File: config.mk
export PLATFORM = sky130hd
export DESIGN_NAME = simon_pkt_in
export DESIGN_NICKNAME = d
export VERILOG_FILES = /design/src/rtl/simon_pkg.sv /design/src/rtl/simon_pkt_check.sv /design/src/rtl/simon_pkt_in.sv
export SDC_FILE = /design/constraint.sdc
export NUM_CORES = 1
export LEC_CHECK = 0
export CORE_MARGIN = 8
export CORE_UTILIZATION = 45
export DETAILED_ROUTE_END_ITERATION = 6
export HOLD_SLACK_MARGIN = 0.06
export PLACE_DENSITY = 0.76
export SLEW_MARGIN = 20
export SYNTH_ARGS = -nofsm -noshare
export SYNTH_HDL_FRONTEND = slang
export SYNTH_SLANG_ARGS = --single-unit
File: constraint.sdc
create_clock -name clk -period 2.3 [get_ports clk]
set_clock_uncertainty 0.2 [all_clocks]
set_input_delay 0.46 -clock clk [delete_from_list [all_inputs] [get_ports clk]]
set_output_delay 0.46 -clock clk [all_outputs]
set_load 0.05 [all_outputs]
File: src/rtl/simon_pkg.sv
// simon_pkg: packet format constants, parser state encoding and error indices shared by both packet ends
package simon_pkg;
   localparam int MODE_LSB   = 0;
   localparam int MODE_MSB   = 3;
   localparam int INFO_INPUT = 4;
   localparam int INFO_KEY   = 5;
   localparam int INFO_DUAL  = 7;
   localparam int ERR_COUNT  = 0;
   localparam int ERR_MODE   = 1;
   localparam int ERR_TYPE   = 2;
   typedef enum logic [2:0] {IDLE, CHECK, PRESENT, RELEASE, ACK} state_t;
endpackage

File: src/rtl/simon_pkt_check.sv
// simon_pkt_check: combinational mode/type/count validation of a received packet header
module simon_pkt_check
   import simon_pkg::*;
#(
   parameter logic [3:0] MODE = 4'd0
) (
   input  logic [7:0] info,
   input  logic [7:0] count,
   input  logic [7:0] expected,
   output logic [2:0] err,
   output logic       drop
);
   assign err[ERR_COUNT] = count != expected;
   assign err[ERR_MODE]  = info[MODE_MSB:MODE_LSB] != MODE;
   assign err[ERR_TYPE]  = !info[INFO_INPUT];
   // a count mismatch is reported but the packet is still delivered
   assign drop = err[ERR_MODE] | err[ERR_TYPE];
endmodule

File: src/rtl/simon_pkt_in.sv
// simon_pkt_in: receive-side packet parser feeding keys or blocks to the SIMON core
// over a four-phase handshake, with host backpressure through readIN.
module simon_pkt_in
   import simon_pkg::*;
#(
   parameter int N    = 16,
   parameter int M    = 4,
   parameter int MODE = 0
) (
   input  logic                   clk,
   input  logic                   nR,
   input  logic                   newIN,
   input  logic [(2+N/2)*8-1:0]   in,
   output logic                   readIN,
   input  logic                   readData,
   output logic                   doneData,
   output logic [7:0]             infoIN,
   output logic [7:0]             countIN,
   output logic [2*N-1:0]         blockIN,
   output logic [M*N-1:0]         keyIN,
   output logic [2:0]             err
);
   localparam int DW = 4*N;

   state_t              state;
   logic [DW+15:0]      pkt;
   logic [7:0]          expected;
   logic                second;
   logic [7:0]          info;
   logic [7:0]          count;
   logic [DW-1:0]       data;
   logic [2:0]          chk_err;
   logic                drop;

   assign info  = pkt[DW+8 +: 8];
   assign count = pkt[DW +: 8];
   assign data  = pkt[DW-1:0];

   simon_pkt_check #(.MODE(4'(MODE))) u_check (
      .info(info),
      .count(count),
      .expected(expected),
      .err(chk_err),
      .drop(drop)
   );

   always_ff @(posedge clk or negedge nR) begin
      if (!nR) begin
         state    <= IDLE;
         pkt      <= '0;
         expected <= '0;
         second   <= 1'b0;
         readIN   <= 1'b0;
         doneData <= 1'b0;
         infoIN   <= '0;
         countIN  <= '0;
         blockIN  <= '0;
         keyIN    <= '0;
         err      <= '0;
      end else begin
         case (state)
            IDLE: if (newIN && !readIN) begin
               pkt    <= in;
               readIN <= 1'b1;
               state  <= CHECK;
            end
            CHECK: begin
               // match advances by one, mismatch resyncs to count+1: same value either way
               expected <= count + 8'd1;
               err      <= err | chk_err;
               second   <= 1'b0;
               if (drop) state <= ACK;
               else begin
                  infoIN   <= info;
                  countIN  <= count;
                  if (info[INFO_KEY]) keyIN <= data[M*N-1:0];
                  else blockIN <= data[2*N-1:0];
                  doneData <= 1'b1;
                  state    <= PRESENT;
               end
            end
            PRESENT: if (readData) begin
               doneData <= 1'b0;
               state    <= RELEASE;
            end
            RELEASE: if (!readData) begin
               if (info[INFO_DUAL] && !info[INFO_KEY] && !second) begin
                  blockIN  <= data[4*N-1:2*N];
                  doneData <= 1'b1;
                  second   <= 1'b1;
                  state    <= PRESENT;
               end else state <= ACK;
            end
            ACK: if (!newIN) begin
               readIN <= 1'b0;
               second <= 1'b0;
               state  <= IDLE;
            end
            default: state <= IDLE;
         endcase
      end
   end
endmodule

==> qor.csv <==
metric,value,unit
status,finished with violations,
violations,setup timing,
netlist_area,0.00854,mm2
power,13.9,mW
start_util,45.8,%
synth_cell_types,39,
multi_input_area,0.00317,mm2
required,2.47,ns
cts_tree,done,
viasPerCell,5.32,
drive_gt1_share,29.2,%
ios,201,
slew_viol_final,0,
first_pass_iters,4,
syn-instance-count,580,
rsz0062_at_grt,yes,
clk_pin_slew_worst_paths,0.06,ns
portBuffers,200,
die_area,0.0236,mm2
crit_fanout,9,
cts_inserted_buffers,22,
crit_type,reg2reg,
worstPathArrival,2.48,ns
mostFrequentLayoutCell,dfrtp_1,
die_x,154,um
avgSynthCellArea,14.7,um2
grt_overflow,0,
drt_wl_total,21.9,mm
h-tree-depth,1,
syn_to_final_growth,37.8,%
antenna_found_initial,0,
min_path_type,reg2reg,
clock_latency,0.50,ns
max_slew_margin,64.2,%
tightest_slew,0.537,ns
wl_per_cell,20.8,um
final_area,0.0118,mm2
fill_cells,1379,
first_global_vias,6157,
drt-met1-wl,9.52,mm
seq_area,0.00523,mm2
nets,886,
min_path_cells,1,
grt_pass1_wl,34.6,mm
drc,0,
yosysWarnings,0,
wl_met2,10.6,mm
antenna_left,0,
utilization,63.1,%
fp-row-count,50,
via_count,5582,
power_leakage,5.85,nW
post_dp_cell_area,0.0110,mm2
grt_start_max_net_pins,60,
setup_ws,-0.0112,ns
wl_met3,1.42,mm
top_layer,met4,
final_cell_mix,"208 x dfrtp_1, 112 x dlygate4sd2_1, 106 x mux2_2",
drtIter0Drc,236,
peakVddDrop,615,uV
clock_sinks,209,
diodes,0,
grt_usage,18.0,%
min_period,2.31,ns
root_buffer,clkbuf_16,
finalSetupViolCount,8,
maxCapViolCount,0,
power.density,1180,mW/mm2
tns,-0.0275,ns
synth_nets,665,
post-dp-hpwl,14.8,mm
clockBufferDepth,3,
post-route-period-util,100,%
ys_seq_elements,209,
final-hold-violation-count,0,
place_ws,-0.0109,ns
cp-start-kind,flip-flop,
die_h,154,um
coreArea,0.0186,mm2
end_kind,flip-flop,
fmax,0.433,GHz
gp_congestion,0.792,
ff2ff_path_depth,6,
seq_area_frac_synth,61.2,%
==> cells in the mapped netlist (all sizes together) <==
cell type | instances | share of area (%)
ha | 1 | 0.15
mux2 | 155 | 23
mux2i | 32 | 3.8
or3b | 1 | 0.10
a21bo | 1 | 0.12
o22a | 2 | 0.21
o31ai | 2 | 0.18
inv | 1 | 0.044
nand3 | 5 | 0.35
nor3b | 3 | 0.40
o21ai | 68 | 4.0
o211ai | 1 | 0.088
xnor2 | 10 | 1.0
or3 | 1 | 0.073
clkbuf | 24 | 1.1
or4 | 1 | 0.13
a2bb2oi | 1 | 0.10
nor4b | 1 | 0.10
and2 | 4 | 0.29
nand2 | 7 | 0.34
a21o | 1 | 0.088
nand3b | 1 | 0.088
a21oi | 10 | 0.59
buf | 12 | 1.1
o21bai | 1 | 0.088
nand4 | 2 | 0.15
nor2b | 1 | 0.073
nand2b | 5 | 0.37
nor4bb | 1 | 0.12
xor2 | 4 | 0.41
nor2 | 10 | 0.44
dfrtp | 209 | 61
and3 | 2 | 0.15
==> cell type report <==
type                    instances  share of cell area, %
well taps                     234                   2.49
clock inverters                 9                   1.11
multi-input cells             334                   26.9
repair buffers                233                   19.6
flip-flops and latches        209                   44.4
inverters                       1                 0.0319
clock buffers                  30                   5.45
==> final timing paths <==
kind	startpoint	end	slack, ns
max reg2reg	pkt[75]$_DFFE_PN0P_	keyIN[43]$_DFFE_PN0P_	-0.01
max	pkt[75]$_DFFE_PN0P_	keyIN[43]$_DFFE_PN0P_	-0.01
min	err[0]$_DFFE_PN0P_	err[0]$_DFFE_PN0P_	0.27
min reg2reg	err[0]$_DFFE_PN0P_	err[0]$_DFFE_PN0P_	0.27
min in group asynchronous	nR	expected[2]$_DFFE_PN0P_	0.28
max in group asynchronous	nR	blockIN[15]$_DFFE_PN0P_	0.92
==> registers in the layout, summed over array words and instances (netlist names) <==
| signal | flops |
|---|---|
| second | 1 |
| blockIN | 32 |
| countIN | 8 |
| infoIN | 8 |
| pkt | 80 |
| readIN | 1 |
| state | 3 |
| expected | 8 |
| keyIN | 64 |
| err | 3 |
| doneData | 1 |
==> power by group <==
part	total, mW	internal [mW]	switching (mW)
clock network	3.70	2.29	1.41
logic	4.38	1.87	2.51
registers	5.82	4.85	0.969
==> metal layers <==
metal	vias up	global-route usage (%)
li1	2514	-
met1	2859	23.4
met2	182	29.6
met3	27	4.88
met4	0	4.01
met5	-	0
==> kinds of logic after synthesis <==
logic type / count (synthesis) / share of synthesized area (%)
AOI/OAI and AO/OA: 87 / 5.44
adders and majority gates: 1 / 0.146
xor gates and xnor gates: 14 / 1.44
DFF: 209 / 61.2
buffers and inverters: 37 / 2.23
muxes: 187 / 26.3
and+or+nand+nor: 45 / 3.16
==> timing repair <==
action / 4_1_cts / 5_1_grt
gates resized for setup: 113 / 3
endpoints found under the setup margin: 146 / 55
pin swaps: 1 / 3
setup buffers: 1 / 2
hold endpoints to repair: 45 / 0
gates cloned: 0 / 6
hold buffers: 1 / 0
==> stage by stage <==
step,std cells,hold WS [ns]
4_1_cts,1042,0.264
5_1_grt,1050,0.298
3_5_place_dp,1001,0.240
3_3_place_gp,1001,0.226
6_report,1050,0.269
2_1_floorplan,580,-0.0356
==> worst max-delay path, stage by stage, from the launching register on <==
cell and delay, ns:
dfrtp_1 0.38, or4_4 0.57, nor3b_4 0.27, nand3_4 0.10
buf_12 0.18, clkbuf_16 0.18, mux2_4 0.29
No activity file was read; power rests on OpenSTA's default activity.
